`src/rtl/video_sync_gen_pkg.sv`:
```
// rtl/video_sync_gen_pkg.sv - shared video-timing constants, helpers and run-state type
package video_sync_gen_pkg;

   localparam int unsigned POS_W = 12;

   localparam int unsigned DEF_HDISPLAY = 640;
   localparam int unsigned DEF_HFRONT   = 16;
   localparam int unsigned DEF_HSYNC    = 96;
   localparam int unsigned DEF_HBACK    = 48;
   localparam int unsigned DEF_VDISPLAY = 480;
   localparam int unsigned DEF_VBOTTOM  = 11;
   localparam int unsigned DEF_VSYNC    = 2;
   localparam int unsigned DEF_VTOP     = 31;

   function automatic int unsigned axis_total(input int unsigned disp, input int unsigned front,
                                              input int unsigned sync, input int unsigned back);
      return disp + front + sync + back;
   endfunction

   function automatic int unsigned sync_start(input int unsigned disp, input int unsigned front);
      return disp + front;
   endfunction

   function automatic int unsigned sync_end(input int unsigned disp, input int unsigned front,
                                            input int unsigned sync);
      return disp + front + sync;
   endfunction

   function automatic int unsigned cnt_width(input int unsigned total);
      return (total > 1) ? $clog2(total) : 1;
   endfunction

   typedef enum logic {
      ST_IDLE,
      ST_RUN
   } run_state_e;

endpackage

```
`src/rtl/video_sync_gen_if.sv`:
```
// rtl/video_sync_gen_if.sv - bundled timing outputs for downstream fetch/encode stages
interface video_sync_gen_if;
   import video_sync_gen_pkg::*;

   logic [POS_W-1:0] hpos;
   logic [POS_W-1:0] vpos;
   logic             vde;
   logic             fvde;
   logic             hsync;
   logic             vsync;
   logic             fe;

   modport master (output hpos, vpos, vde, fvde, hsync, vsync, fe);
   modport slave  (input  hpos, vpos, vde, fvde, hsync, vsync, fe);

endinterface

```
`src/rtl/sync_axis_counter.sv`:
```
// rtl/sync_axis_counter.sv - wrap counter with count-enable, exposes its next value
module sync_axis_counter #(
   parameter int unsigned pWidth = 10,
   parameter int unsigned pTotal = 800
) (
   input  logic              clk_i,
   input  logic              rst_i,
   input  logic              clr_i,
   input  logic              en_i,
   output logic [pWidth-1:0] cnt_o,
   output logic [pWidth-1:0] cnt_d_o
);

   localparam logic [pWidth-1:0] LAST = pWidth'(pTotal - 1);

   logic [pWidth-1:0] cnt_q;
   logic [pWidth-1:0] cnt_d;

   always_comb begin
      cnt_d = cnt_q;
      if (clr_i) begin
         cnt_d = '0;
      end else if (en_i) begin
         cnt_d = (cnt_q == LAST) ? '0 : cnt_q + 1'b1;
      end
   end

   always_ff @(posedge clk_i) begin
      if (rst_i) begin
         cnt_q <= '0;
      end else begin
         cnt_q <= cnt_d;
      end
   end

   assign cnt_o   = cnt_q;
   assign cnt_d_o = cnt_d;

endmodule

```
`src/rtl/video_sync_gen.sv`:
```
// rtl/video_sync_gen.sv - free-running raster timing: position, active video, fetch-ahead, syncs, frame end
module video_sync_gen
   import video_sync_gen_pkg::*;
#(
   parameter int unsigned pHdisplay  = DEF_HDISPLAY,
   parameter int unsigned pHfront    = DEF_HFRONT,
   parameter int unsigned pHsync     = DEF_HSYNC,
   parameter int unsigned pHback     = DEF_HBACK,
   parameter int unsigned pVdisplay  = DEF_VDISPLAY,
   parameter int unsigned pVbottom   = DEF_VBOTTOM,
   parameter int unsigned pVsync     = DEF_VSYNC,
   parameter int unsigned pVtop      = DEF_VTOP,
   parameter int unsigned pSyncPol   = 0,
   parameter int unsigned pFetchLead = 2
) (
   input  logic             iPixelClk,
   input  logic             iRst,
   output logic [POS_W-1:0] oHpos,
   output logic [POS_W-1:0] oVpos,
   output logic             oVde,
   output logic             oFvde,
   output logic             oHsync,
   output logic             oVsync,
   output logic             oFe,
   video_sync_gen_if.master vid_o
);

   localparam int unsigned HT       = axis_total(pHdisplay, pHfront, pHsync, pHback);
   localparam int unsigned VT       = axis_total(pVdisplay, pVbottom, pVsync, pVtop);
   localparam int unsigned HS_START = sync_start(pHdisplay, pHfront);
   localparam int unsigned HS_END   = sync_end(pHdisplay, pHfront, pHsync);
   localparam int unsigned VS_START = sync_start(pVdisplay, pVbottom);
   localparam int unsigned VS_END   = sync_end(pVdisplay, pVbottom, pVsync);
   localparam int unsigned H_W      = cnt_width(HT);
   localparam int unsigned V_W      = cnt_width(VT);
   localparam logic        ACT      = (pSyncPol != 0);
   localparam logic        INACT    = !ACT;

   if (pFetchLead < 1 || pFetchLead > pHfront + pHsync + pHback) begin : g_bad_lead
      $error("pFetchLead must lie in 1..pHfront+pHsync+pHback");
   end
   if (H_W > POS_W || V_W > POS_W) begin : g_bad_width
      $error("timing totals exceed position port width");
   end

   run_state_e       state_q, state_d;
   logic             h_clr, h_en, h_last, v_en;
   logic [H_W-1:0]   h_q, h_d;
   logic [V_W-1:0]   v_q, v_d;
   logic [31:0]      hn, vn, hf, vf;
   logic             vde_d, fvde_d, hsync_d, vsync_d, fe_d;
   logic             vde_q, fvde_q, hsync_q, vsync_q, fe_q;

   // IDLE lasts one cycle after reset so the first running cycle presents (0,0).
   always_ff @(posedge iPixelClk) begin
      if (iRst) begin
         state_q <= ST_IDLE;
      end else begin
         state_q <= state_d;
      end
   end

   always_comb begin
      state_d = state_q;
      h_clr   = 1'b0;
      h_en    = 1'b0;
      case (state_q)
         ST_IDLE: begin
            state_d = ST_RUN;
            h_clr   = 1'b1;
         end
         ST_RUN:  h_en = 1'b1;
         default: state_d = ST_IDLE;
      endcase
   end

   assign h_last = (h_q == H_W'(HT - 1));
   assign v_en   = h_en && h_last;

   sync_axis_counter #(.pWidth(H_W), .pTotal(HT)) u_h_cnt (
      .clk_i   (iPixelClk),
      .rst_i   (iRst),
      .clr_i   (h_clr),
      .en_i    (h_en),
      .cnt_o   (h_q),
      .cnt_d_o (h_d)
   );

   sync_axis_counter #(.pWidth(V_W), .pTotal(VT)) u_v_cnt (
      .clk_i   (iPixelClk),
      .rst_i   (iRst),
      .clr_i   (h_clr),
      .en_i    (v_en),
      .cnt_o   (v_q),
      .cnt_d_o (v_d)
   );

   // Flags decode the counters' next position so they register alongside it.
   // The fetch lead never exceeds the horizontal blanking, so one line wrap suffices.
   always_comb begin
      hn = 32'(h_d);
      vn = 32'(v_d);
      hf = hn + pFetchLead;
      vf = vn;
      if (hf >= HT) begin
         hf = hf - HT;
         vf = (vn == VT - 1) ? 32'd0 : vn + 32'd1;
      end
      vde_d   = (hn < pHdisplay) && (vn < pVdisplay);
      fvde_d  = (hf < pHdisplay) && (vf < pVdisplay);
      hsync_d = (hn >= HS_START && hn < HS_END) ? ACT : INACT;
      vsync_d = (vn >= VS_START && vn < VS_END) ? ACT : INACT;
      fe_d    = (hn == pHdisplay) && (vn == pVdisplay - 1);
   end

   always_ff @(posedge iPixelClk) begin
      if (iRst) begin
         vde_q   <= 1'b0;
         fvde_q  <= 1'b0;
         hsync_q <= INACT;
         vsync_q <= INACT;
         fe_q    <= 1'b0;
      end else begin
         vde_q   <= vde_d;
         fvde_q  <= fvde_d;
         hsync_q <= hsync_d;
         vsync_q <= vsync_d;
         fe_q    <= fe_d;
      end
   end

   assign oHpos  = POS_W'(h_q);
   assign oVpos  = POS_W'(v_q);
   assign oVde   = vde_q;
   assign oFvde  = fvde_q;
   assign oHsync = hsync_q;
   assign oVsync = vsync_q;
   assign oFe    = fe_q;

   assign vid_o.hpos  = oHpos;
   assign vid_o.vpos  = oVpos;
   assign vid_o.vde   = oVde;
   assign vid_o.fvde  = oFvde;
   assign vid_o.hsync = oHsync;
   assign vid_o.vsync = oVsync;
   assign vid_o.fe    = oFe;

endmodule

```
`src/flat_wrapper.sv`:
```
// flat-port wrapper written by rule: the top's interface ports become plain ports
module video_sync_gen_flat import video_sync_gen_pkg::*;
#(
   parameter int unsigned pHdisplay  = DEF_HDISPLAY,
   parameter int unsigned pHfront    = DEF_HFRONT,
   parameter int unsigned pHsync     = DEF_HSYNC,
   parameter int unsigned pHback     = DEF_HBACK,
   parameter int unsigned pVdisplay  = DEF_VDISPLAY,
   parameter int unsigned pVbottom   = DEF_VBOTTOM,
   parameter int unsigned pVsync     = DEF_VSYNC,
   parameter int unsigned pVtop      = DEF_VTOP,
   parameter int unsigned pSyncPol   = 0,
   parameter int unsigned pFetchLead = 2
)
  (iPixelClk, iRst, oHpos, oVpos, oVde, oFvde, oHsync, oVsync, oFe, vid_o_hpos, vid_o_vpos, vid_o_vde, vid_o_fvde, vid_o_hsync, vid_o_vsync, vid_o_fe);
  video_sync_gen_if vid_o_i ();
  input  logic iPixelClk;
  input  logic iRst;
  output logic [POS_W-1:0] oHpos;
  output logic [POS_W-1:0] oVpos;
  output logic oVde;
  output logic oFvde;
  output logic oHsync;
  output logic oVsync;
  output logic oFe;
  output wire logic [$bits(vid_o_i.hpos)-1:0] vid_o_hpos;
  output wire logic [$bits(vid_o_i.vpos)-1:0] vid_o_vpos;
  output wire logic [$bits(vid_o_i.vde)-1:0] vid_o_vde;
  output wire logic [$bits(vid_o_i.fvde)-1:0] vid_o_fvde;
  output wire logic [$bits(vid_o_i.hsync)-1:0] vid_o_hsync;
  output wire logic [$bits(vid_o_i.vsync)-1:0] vid_o_vsync;
  output wire logic [$bits(vid_o_i.fe)-1:0] vid_o_fe;
  assign vid_o_hpos = vid_o_i.hpos;
  assign vid_o_vpos = vid_o_i.vpos;
  assign vid_o_vde = vid_o_i.vde;
  assign vid_o_fvde = vid_o_i.fvde;
  assign vid_o_hsync = vid_o_i.hsync;
  assign vid_o_vsync = vid_o_i.vsync;
  assign vid_o_fe = vid_o_i.fe;
  video_sync_gen #(.pHdisplay(pHdisplay), .pHfront(pHfront), .pHsync(pHsync), .pHback(pHback), .pVdisplay(pVdisplay), .pVbottom(pVbottom), .pVsync(pVsync), .pVtop(pVtop), .pSyncPol(pSyncPol), .pFetchLead(pFetchLead)) u_core (.iPixelClk(iPixelClk), .iRst(iRst), .oHpos(oHpos), .oVpos(oVpos), .oVde(oVde), .oFvde(oFvde), .oHsync(oHsync), .oVsync(oVsync), .oFe(oFe), .vid_o(vid_o_i));
endmodule
```
`config.mk`:
```
export PLATFORM = sky130hd
export DESIGN_NAME = video_sync_gen_flat
export DESIGN_NICKNAME = d
export VERILOG_FILES = /design/src/rtl/video_sync_gen_pkg.sv /design/src/rtl/video_sync_gen_if.sv /design/src/rtl/sync_axis_counter.sv /design/src/rtl/video_sync_gen.sv /design/src/flat_wrapper.sv
export SDC_FILE = /design/constraint.sdc
export NUM_CORES = 1
export LEC_CHECK = 0
export BUFFER_PORTS_ARGS = -buffer_cell sky130_fd_sc_hd__buf_2
export CORE_ASPECT_RATIO = 0.6
export CORE_MARGIN = 2
export CORE_UTILIZATION = 35
export CTS_CLUSTER_SIZE = 25
export DETAILED_ROUTE_END_ITERATION = 8
export PLACE_DENSITY_LB_ADDON = 0.05
export SLEW_MARGIN = 20
export SYNTH_ARGS = -nofsm -noshare
export SYNTH_HDL_FRONTEND = slang
export SYNTH_SLANG_ARGS = --single-unit
```
`constraint.sdc`:
```
create_clock -name iPixelClk -period 7.35 [get_ports iPixelClk]
set_input_delay 0.735 -clock iPixelClk [delete_from_list [all_inputs] [get_ports iPixelClk]]
set_output_delay 0.735 -clock iPixelClk [all_outputs]
set_load 0.01 [all_outputs]
```
After elaboration in Yosys (flattened, before gate mapping)
Cells that the tools add are included. Widths: inputs -> output; s select.

Flip-flop bits (word level): 26. Bits in latches: 0. RAM bits: 0. ROM bits: 0. Output and inout port bits: 58. Logic and storage cells: 46. Memories kept: 0.

Add/sub/neg operators: 5. $mul: 0. Div/mod/pow operators: 0. $lt $le $gt $ge: 9. Eq/ne operators: 5. Shift operators: 0. Mux-type cells: 13. Bitwise gates (word level): 0. Reduce and logical (&&, ||, !) cells: 6.

Operators with widths (count): $mux 32 (3); $mux 10 (6); $eq 10x10->1 const B (4); $ge 32x10->1 const B (1); $lt 32x10->1 const B (1); $lt 32x9->1 const B (1); $sub 32x10->32 const B (1); $add 10x1->10 const B (2); $lt 10x10->1 const B (2); $lt 10x9->1 const B (2); $add 10x1->11 const B (1); $add 10x2->11 const B (1); $eq 10x9->1 const B (1); $ge 10x10->1 const B (1); $ge 10x9->1 const B (1); $logic_and 1x1->1 (6); $mux 1 (4).

Depth between registers and ports, before layout
Gate-level depths: netlist of the first run.

Depth in word-level cells: 9. Gate-level depth with buffers: 13. Depth with buffers taken out: 12.

Cells and area by module
A second synthesis of the first run with hierarchy kept.

Cells, all modules: 211. Area, all modules: 1791.7 µm².

By module, submodules not included: video_sync_gen (instances 1, cells each 83, area each 683.2 µm²); sync_axis_counter (u_core.u_h_cnt) (instances 1, cells each 64, area each 564.3 µm²); sync_axis_counter (u_core.u_v_cnt) (instances 1, cells each 64, area each 544.3 µm²).

Worst setup path before layout of the first run
OpenSTA, ideal clock, no wires.

Path type: register to register. Start point: register u_core.u_h_cnt.cnt_q[0] (netlist: u_core.u_h_cnt.cnt_o[0]). End point: register u_core.fvde_q (netlist: u_core.oFvde). Setup time: 92 ps. Arrival: 2784 ps. Path slack: 4474 ps. Stages on the path, launching flop included: 13. Buffers on the path: 1. Clock period less this slack: 2876 ps. Path through: dfxtp_1 > ha_1 > nand4_1 > clkbuf_1 > or3_1 > a21oi_1 > o41a_1 > and2_1 > nand2b_1 > ha_1 > a21oi_1 > a21o_1 > nor4_1.

Word-level cells in the longest chain between the ends: 9.

RTL lines: start, declared (line sync_axis_counter.sv:16) `logic [pWidth-1:0] cnt_q;`; start signal, assigned (line sync_axis_counter.sv:32) `cnt_q <= cnt_d;`; $add 10x1->10 / $eq 10x10->1 (equally long branches) (line sync_axis_counter.sv:24, video_sync_gen.sv:77); $mux 10 / $logic_and 1x1->1 (equally long branches) (line sync_axis_counter.sv:24, video_sync_gen.sv:78); $mux 10 (line sync_axis_counter.sv:23) `end else if (en_i) begin`; $mux 10 (line sync_axis_counter.sv:21) `if (clr_i) begin`; $add 10x2->11 (tied with other cells) (line video_sync_gen.sv:103) `hf = hn + pFetchLead;`; $sub 32x10->32 (tied with other cells) (line video_sync_gen.sv:106) `hf = hf - HT;`; $mux 32 (line video_sync_gen.sv:105) `if (hf >= HT) begin`; $lt 32x10->1 / $lt 32x9->1 (equally long branches) (line video_sync_gen.sv:110) `fvde_d = (hf < pHdisplay) && (vf < pVdisplay);`; $logic_and 1x1->1 * (line video_sync_gen.sv:110); end signal, assigned (line video_sync_gen.sv:125) `fvde_q <= fvde_d;`; end, declared (line video_sync_gen.sv:52) `logic vde_q, fvde_q, hsync_q, vsync_q, fe_q;`.

Every way passes the cells marked *; elsewhere a longest branch is shown, timed or not. A chain may end at the register's enable or synchronous reset.

Worst setup path after layout of the first run
Ends and elaborated chain as after synthesis.

==> metrics.yaml, run 1 <==
yosys.area.top_type: "dfxtp_1"
crit_family: "compound AO/OA/AOI/OAI gates"
fmax_mhz: 293
irDropWorstVdd_uv: 61.0
drt-initial-drc-count: 149
fin_ws_ns: 3.93
crit_buf_inv: 0
power_density_nw_per_um2: 124
gr-total-overflow: 0
fin_crit_ns: 3.42
syn_to_final_growth_pct: 6.01
hpwl_um: 3820
grt_start_max_net_pins: 19
cp-start-kind: "register"
placement_rows: 20
place_ws_ns: 4.02
maxSlewViolCount: 0
p_switching_uw: 57.4
p_int_uw: 194
grt_antenna_before_repair: 0
synthFlopType: "dfxtp_1"
power.share.combinational: 0.053
power_frac_seq: 0.576
async_reset_ff_frac: 0
worst_pin_slew_ns: 0.807
die-area_sq_um: 6100
setup_viol: 0
drtPass1Iterations: 4
drt_wl_total_um: 4870
grtUsageTotal: 0.165
vias: 1697
max_cap_viol_count: 0
layout_commonest_cell: "buf_2"
post_cts_resized: 0
io_pins: 60
h-tree-depth: 1
synthesis.area_sq_um: 1920
yosysUniqueCellTypes: 54
initial_utilization: 0.370
drive_above_1_share: 0.263
p_clk_frac: 0.371
critical-path-slowest-cell: "o31ai_2"
drc_errors: 0
fill_cells: 537
hold_class: "reg2reg"
place_inst: 317
layout.cells.non_filler: 321
critical-path-max-stage-delay_ns: 0.85
status: "completed"
timing.hold.ws_ns: 0.594
cts_tree: "built"
criticalPathCategory: "reg2reg"
ys_ff_latch: 26
grt_pass1_wl_um: 7600
hold_viol: 0
synth-edff-count: 0
grt_pass1_vias: 1383
synth.avg_cell_area_sq_um: 8.16
clk_latency_ns: 0.27
end_kind: "register"
core_sq_um: 5180
cts_root_buffer: "clkbuf_8"
final.setup.tns_ns: 0
wl_per_cell_um: 15.2
crit_required_ns: 7.53
final_nets: 261
ant_nets: 0
worstPathCellList: "ha_1 -> nand4_1 -> o31ai_2 -> a21oi_1 -> o41a_1 -> and2_1 -> nand2b_1 -> ha_1 -> a21oi_1 -> a21o_1 -> nor4_1"
synth_area_leaders: "dfxtp_1 (27%), buf_4 (13%), nand3_1 (3.4%)"
rsz0062_at_grt: "false"
routed_via_density: 5.29
clk_pin_slew_ns: 0.09
clockBufferDepth: 2
cp_max_fo: 12
worst_slew_margin_rel: 0.459
num_antenna_cells: 0
cts.sinks: 26
yosysWarnings: 0
clock_skew_ns: 0.00366
yosysSeqAreaShare: 0.272
die_h_um: 61.3
syn_inst: 235
die_w_um: 99.5
switching_share: 0.228
fin_crit_sh: 0.465
numCtsBuffers: 3
synth_top_area_frac: 0.272
leakage_nw: 0.882
cp.arrival_ns: 3.60
place_congestion: 0.852
io_buffer_count: 51
final_cell_mix: "buf_2 (51), dfxtp_1 (26), nor2_1 (15), nand3_1 (13), nand2_1 (13)"
cts_setup_buffers: 0
ctsHoldBuffers: 0
## sequential cells by signal, indices dropped and copies added (netlist names)
name and count:
u_core.oFe 1, u_core.oFvde 1, u_core.oHsync 1, u_core.oVde 1
u_core.oVsync 1, u_core.state_q 1, u_core.u_h_cnt.cnt_o 10, u_core.u_v_cnt.cnt_o 10
## area by class of cell
type / instances / area (sq um) / area share
Multi-Input combinational cell: 165 / 1080 / 0.534
Sequential cell: 26 / 520 / 0.256
Timing Repair Buffer: 51 / 255 / 0.126
Tap cell: 66 / 82.6 / 0.0406
Clock buffer: 4 / 55.1 / 0.0271
Inverter: 9 / 33.8 / 0.0166
## worst min-delay path: cells and delay by family, from the launching register on
kind               cells  cell delay (ns)
DFF                    1             0.41
and+or+nand+nor        1             0.09
AOI/OAI and AO/OA      1             0.05
## layer usage
layer  global-route usage  share of wire  vias to the layer above  wire (um)
li1                     -              -                      845          -
met4               0.0294         0.0045                        0         22
met1                0.274           0.55                      782       2700
met5                    0              0                        -          0
met2                0.198           0.36                       68       1740
met3               0.0488          0.083                        2        405
## per-stage QoR
stage,utilization,cell area [sq um],power [mW]
2_1_floorplan,-,1940,0.161
3_3_place_gp,0.382,1980,0.161
3_5_place_dp,0.382,1980,0.161
4_1_cts,0.392,2030,0.255
5_1_grt,0.392,2030,0.265
6_report,0.392,2030,0.251
## cells by family (layout without fill, tap and decap cells)
group / Yosys count / after routing / synth area share
mux: 3 / 3 / 0.0222
flops: 26 / 26 / 0.272
buf+inv: 51 / 64 / 0.176
simple gates: 106 / 106 / 0.322
compound gates: 33 / 33 / 0.132
fa+ha+maj: 3 / 3 / 0.0196
xor+xnor: 12 / 12 / 0.0548
other cells: 1 / 8 / 0.00196
## cells in the mapped netlist, drive strengths merged, types with 2 or more instances
library cell / instances
nor3b: 3
and2: 8
a31o: 2
o21ai: 2
nand3: 13
a21oi: 6
o31ai: 3
o211ai: 4
nand2b: 6
mux2i: 2
a2111oi: 2
a41oi: 2
nor2: 15
buf: 37
a31oi: 2
and3: 7
clkbuf: 5
nor3: 15
nand4: 7
nand2: 13
a21o: 2
or3: 3
xnor2: 7
nand4b: 2
and4: 3
inv: 9
xor2: 5
nor4: 5
ha: 3
dfxtp: 26
## path summary, 6_finish.rpt
check | endpoint | startpoint | depth (start not counted) | slack (ns)
setup / recovery | u_core.oFvde | u_core.u_h_cnt.cnt_o[0] | 11 | 3.93
hold / removal | u_core.u_v_cnt.cnt_o[0] | u_core.u_v_cnt.cnt_o[0] | 2 | 0.59
setup reg to reg | u_core.oFvde | u_core.u_h_cnt.cnt_o[0] | 11 | 3.93
hold reg to reg | u_core.u_v_cnt.cnt_o[0] | u_core.u_v_cnt.cnt_o[0] | 2 | 0.59
## power by group through the flow
stage	registers (mW)	logic [mW]	clock network, mW
global route	0.145	0.0147	0.105
finish	0.145	0.0133	0.0933
floorplan	0.147	0.0135	0
global placement	0.148	0.0134	0
CTS	0.145	0.0131	0.0973
detailed placement	0.148	0.0131	0
Power figures use the tool's default switching activity.
==> run 2, diff against run 1 <==
==> constraint.sdc (replaced) <==
create_clock -name iPixelClk -period 2.8 [get_ports iPixelClk]
set_input_delay 0.28 -clock iPixelClk [delete_from_list [all_inputs] [get_ports iPixelClk]]
set_output_delay 0.28 -clock iPixelClk [all_outputs]
set_load 0.01 [all_outputs]
==> run 2 against run 1 <==
Against the previous run: utilization up 3.4 points; critical endpoint unchanged; maximum frequency up 28%; register-to-register slack worse by 3.8 ns; cell count up 6.5%; die area unchanged; hold slack worse by 0.20 ns; cell area up 8.6%; clock skew up 0.0014 ns; largest cell class unchanged; largest power group unchanged; critical path depth down 2; sequential share of layout area down 2.0 points.
==> metrics.yaml, run 2 (synthesis results as in run 1) <==
crit_family: "simple AND/OR/NAND/NOR gates"
hold_viol: 0
grtUsageTotal: 0.172
clk_latency_ns: 0.27
critical-path-max-stage-delay_ns: 0.48
gr-total-overflow: 0
drt-initial-drc-count: 158
drt_wl_total_um: 5150
ant_nets: 0
final_nets: 282
place_congestion: 0.833
clk_pin_slew_ns: 0.09
hpwl_um: 4080
core_sq_um: 5180
maxSlewViolCount: 0
power_density_nw_per_um2: 303
grt_antenna_before_repair: 0
cp.arrival_ns: 2.84
setup_viol: 0
layout_commonest_cell: "buf_2"
drc_errors: 0
irDropWorstVdd_uv: 172
routed_via_density: 5.24
max_cap_viol_count: 0
numCtsBuffers: 3
fin_crit_sh: 0.951
io_pins: 60
end_kind: "register"
place_inst: 337
drive_above_1_share: 0.337
grt_start_max_net_pins: 19
ctsHoldBuffers: 0
die_h_um: 61.3
die_w_um: 99.5
grt_pass1_vias: 1548
cts_root_buffer: "clkbuf_8"
worst_pin_slew_ns: 0.501
placement_rows: 20
h-tree-depth: 1
criticalPathCategory: "reg2reg"
worst_slew_margin_rel: 0.657
crit_required_ns: 2.98
rsz0062_at_grt: "false"
clockBufferDepth: 2
syn_to_final_growth_pct: 15.1
worstPathCellList: "ha_2 -> nand4_1 -> buf_4 -> or3_4 -> nor3_1 -> o221a_2 -> and3_1 -> a41oi_1 -> nor4_1"
fmax_mhz: 376
die-area_sq_um: 6100
grt_pass1_wl_um: 8090
final_cell_mix: "buf_2 (51), dfxtp_1 (25), buf_4 (21), nor2_1 (15), nand2_1 (13)"
wl_per_cell_um: 15.1
cts.sinks: 26
cp_max_fo: 13
status: "completed"
layout.cells.non_filler: 342
leakage_nw: 0.988
clock_skew_ns: 0.00506
vias: 1793
initial_utilization: 0.370
cts_tree: "built"
io_buffer_count: 51
fin_crit_ns: 2.66
final.setup.tns_ns: 0
cp-start-kind: "register"
critical-path-slowest-cell: "or3_4"
drtPass1Iterations: 4
num_antenna_cells: 0
crit_buf_inv: 1
hold_class: "in2reg"
run 2: cell types whose count changed in the layout (fill, tap and decap cells not counted), sizes merged:
| cell | delta |
|---|---|
| buf | +21 |
run 2: report_power, final:
group / internal (mW) / switching (mW)
Combinational: 0.0149 / 0.0303
Sequential: 0.373 / 0.00269
Clock: 0.126 / 0.121
run 2: final cells by class:
type | instances | area, sq um
flip-flops and latches | 26 | 522
fillers | 536 | 2970
clock buffers | 4 | 55.1
inverters | 9 | 33.8
multi-input cells | 165 | 1100
well taps | 66 | 82.6
repair buffers | 72 | 413
run 2: final timing paths:
path | startpoint | to | slack (ns) | cells past startpoint
hold / removal | iRst | u_core.u_h_cnt.cnt_o[9] | 0.39 | 2
setup reg to reg | u_core.u_h_cnt.cnt_o[1] | u_core.oFvde | 0.14 | 9
hold reg to reg | u_core.state_q | u_core.u_h_cnt.cnt_o[9] | 0.57 | 2
setup / recovery | u_core.u_h_cnt.cnt_o[1] | u_core.oFvde | 0.14 | 9
run 2: metrics by stage:
step / setup slack, ns / util / instance area (sq um) / total power [mW] / hold WS, ns
after floorplan: 0.0274 / - / 1950 / 0.423 / 0.512
after global placement: 0.0626 / 0.411 / 2130 / 0.430 / 0.560
after detailed placement: 0.0699 / 0.411 / 2130 / 0.429 / 0.549
after CTS: 0.0370 / 0.422 / 2190 / 0.680 / 0.387
after global routing: 0.0307 / 0.426 / 2210 / 0.694 / 0.398
final: 0.138 / 0.426 / 2210 / 0.668 / 0.392
run 2: timing repair:
item                       in CTS  in global routing
setup endpoints to repair       0                  1
gates resized for setup         0                  3
setup buffers                   0                  1
run 2: per-layer routing:
layer | GRT usage | part of all wire
met1 | 0.275 | 0.57
met2 | 0.231 | 0.35
met3 | 0.0431 | 0.071
met4 | 0.0294 | 0.0052
met5 | 0 | 0
run 2: worst register-to-register path, delay by kind of cell, from the launching register on:
family	cells	cell delay [ns]
compound gates	2	0.38
simple gates	5	1.40
fa+ha+maj	1	0.22
buf+inv	1	0.23
flops	1	0.34
==> run 3, diff against run 2 <==
--- a/config.mk
+++ b/config.mk
@@ -11,6 +11,8 @@
 export CORE_UTILIZATION = 35
 export CTS_CLUSTER_SIZE = 25
 export DETAILED_ROUTE_END_ITERATION = 8
+export GPL_TIMING_DRIVEN = 0
+export MAX_ROUTING_LAYER = met4
 export PLACE_DENSITY_LB_ADDON = 0.05
 export SLEW_MARGIN = 20
 export SYNTH_ARGS = -nofsm -noshare
==> run 3 against run 2 <==
Against the previous run: highest routed layer unchanged; cell count increased by 7.9%; worst setup slack improved by 0.019 ns; non-clock buffer count up 28; sequential share of layout area is 2.2 points lower; wire length grew 0.31%; combinational power up 36%.
==> metrics.yaml, run 3 (synthesis results as in run 1) <==
leakage_nw: 1.13
ant_nets: 0
cp-start-kind: "register"
final_cell_mix: "buf_2 (50), buf_4 (42), dfxtp_1 (22), nor2_1 (15)"
drtPass1Iterations: 6
fin_crit_sh: 0.944
placement_rows: 20
critical-path-max-stage-delay_ns: 0.39
r2r-end: "u_core.oFvde"
grt_antenna_before_repair: 0
critical-path-slowest-cell: "dfxtp_4"
final_core_util: 0.478
cp_max_fo: 7
final_area_sq_um: 2480
max_cap_viol_count: 0
hpwl_um: 3990
drc_errors: 0
end_kind: "register"
cts.sinks: 26
ff2ff_setup_slack_ns: 0.16
final_nets: 310
r2r_start: "u_core.u_h_cnt.cnt_o[0]"
drive_above_1_share: 0.413
dpl_cell_area_sq_um: 2280
cts_root_buffer: "clkbuf_8"
final.setup.tns_ns: 0
worstPathCellList: "ha_4 -> nand4_1 -> buf_8 -> or3_4 -> a21oi_4 -> o41a_1 -> and2_1 -> nand2b_1 -> ha_1 -> a21oi_1 -> a21o_1 -> nor4_2"
crit_start: "u_core.u_h_cnt.cnt_o[0]"
clk_pin_slew_ns: 0.09
timing.hold.ws_ns: 0.461
grt_pass1_wl_um: 7850
core_sq_um: 5180
fill_cells: 524
maxSlewViolCount: 0
clockBufferDepth: 2
crit_required_ns: 2.99
drt-initial-drc-count: 138
multi_input_area_sq_um: 1160
status: "completed"
num_antenna_cells: 0
io_pins: 60
power_density_nw_per_um2: 265
routed_via_density: 5.13
worst_pin_slew_ns: 0.764
cts_tree: "built"
hold_viol: 0
cp.arrival_ns: 2.84
layout_commonest_cell: "buf_2"
numCtsBuffers: 3
place_congestion: 0.924
h-tree-depth: 1
clk_latency_ns: 0.27
syn_to_final_growth_pct: 29.2
hold_path_depth: 2
grt_start_max_net_pins: 14
drt_wl_total_um: 5170
initial_utilization: 0.370
finalPower_uw: 656
vias: 1894
wl_per_cell_um: 14.0
worst_slew_margin_rel: 0.483
die_h_um: 61.3
setup_viol: 0
fin_crit_ns: 2.64
grt_pass1_vias: 1510
die_w_um: 99.5
irDropWorstVdd_uv: 168
fmax_mhz: 378
crit_end: "u_core.oFvde"
criticalPathCategory: "reg2reg"
clock_skew_ns: 0.00219
grtUsageTotal: 0.176
hold_class: "in2reg"
die-area_sq_um: 6100
io_buffer_count: 50
rr_worst_depth: 12
ff_latch_area_sq_um: 531
gr-total-overflow: 0
==> run 3: worst min path at each step <==
stage / end / start
3_5_place_dp: u_core.u_h_cnt.cnt_o[0] / u_core.u_h_cnt.cnt_o[0]
5_1_grt: u_core.state_q / iRst
4_1_cts: u_core.state_q / iRst
6_report: u_core.state_q / iRst
3_3_place_gp: u_core.u_h_cnt.cnt_o[0] / u_core.u_h_cnt.cnt_o[0]
2_1_floorplan: u_core.u_h_cnt.cnt_o[0] / u_core.u_h_cnt.cnt_o[0]
==> run 3: routing by layer <==
| layer | wire (um) | GRT usage |
|---|---|---|
| met5 | 0 | - |
| met2 | 1950 | 0.216 |
| met3 | 311 | 0.0341 |
| met1 | 2880 | 0.284 |
| met4 | 26 | 0.0352 |
==> run 3: report_power, final <==
| group | internal (mW) | switching [mW] |
|---|---|---|
| registers | 0.372 | 0.00456 |
| logic | 0.0279 | 0.0336 |
| clock network | 0.0967 | 0.121 |
==> run 3: area by class of cell <==
cell class / count / share of cell area
inverter: 9 / 0.0136
clock buffer: 3 / 0.0167
multi-input combinational: 165 / 0.468
sequential: 26 / 0.214
timing repair buffer: 59 / 0.128
buffer: 41 / 0.126
tap: 66 / 0.0333
==> run 3: metrics by stage <==
step                setup WS, ns  cells
floorplan                 0.0274    242
global placement          -0.443    358
detailed placement        -0.350    358
CTS                       0.0135    363
global route            -0.00148    369
finish                     0.156    369
==> run 3: timing repair <==
item / in CTS / in global routing
pin swaps: 0 / 2
hold buffers: 0 / 0
cloned: 0 / 0
gates resized for setup: 7 / 14
setup buffers: 2 / 7
setup endpoints to repair: 1 / 3
==> run 3: worst max-delay path: cells and delay by family (launching register included) <==
kind	cells	cell delay (ns)
AND/OR/NAND/NOR	5	0.95
AO/OA/AOI/OAI	4	0.61
adder cells (fa/ha/maj)	2	0.42
flip-flops	1	0.39
buffers and inverters	1	0.19
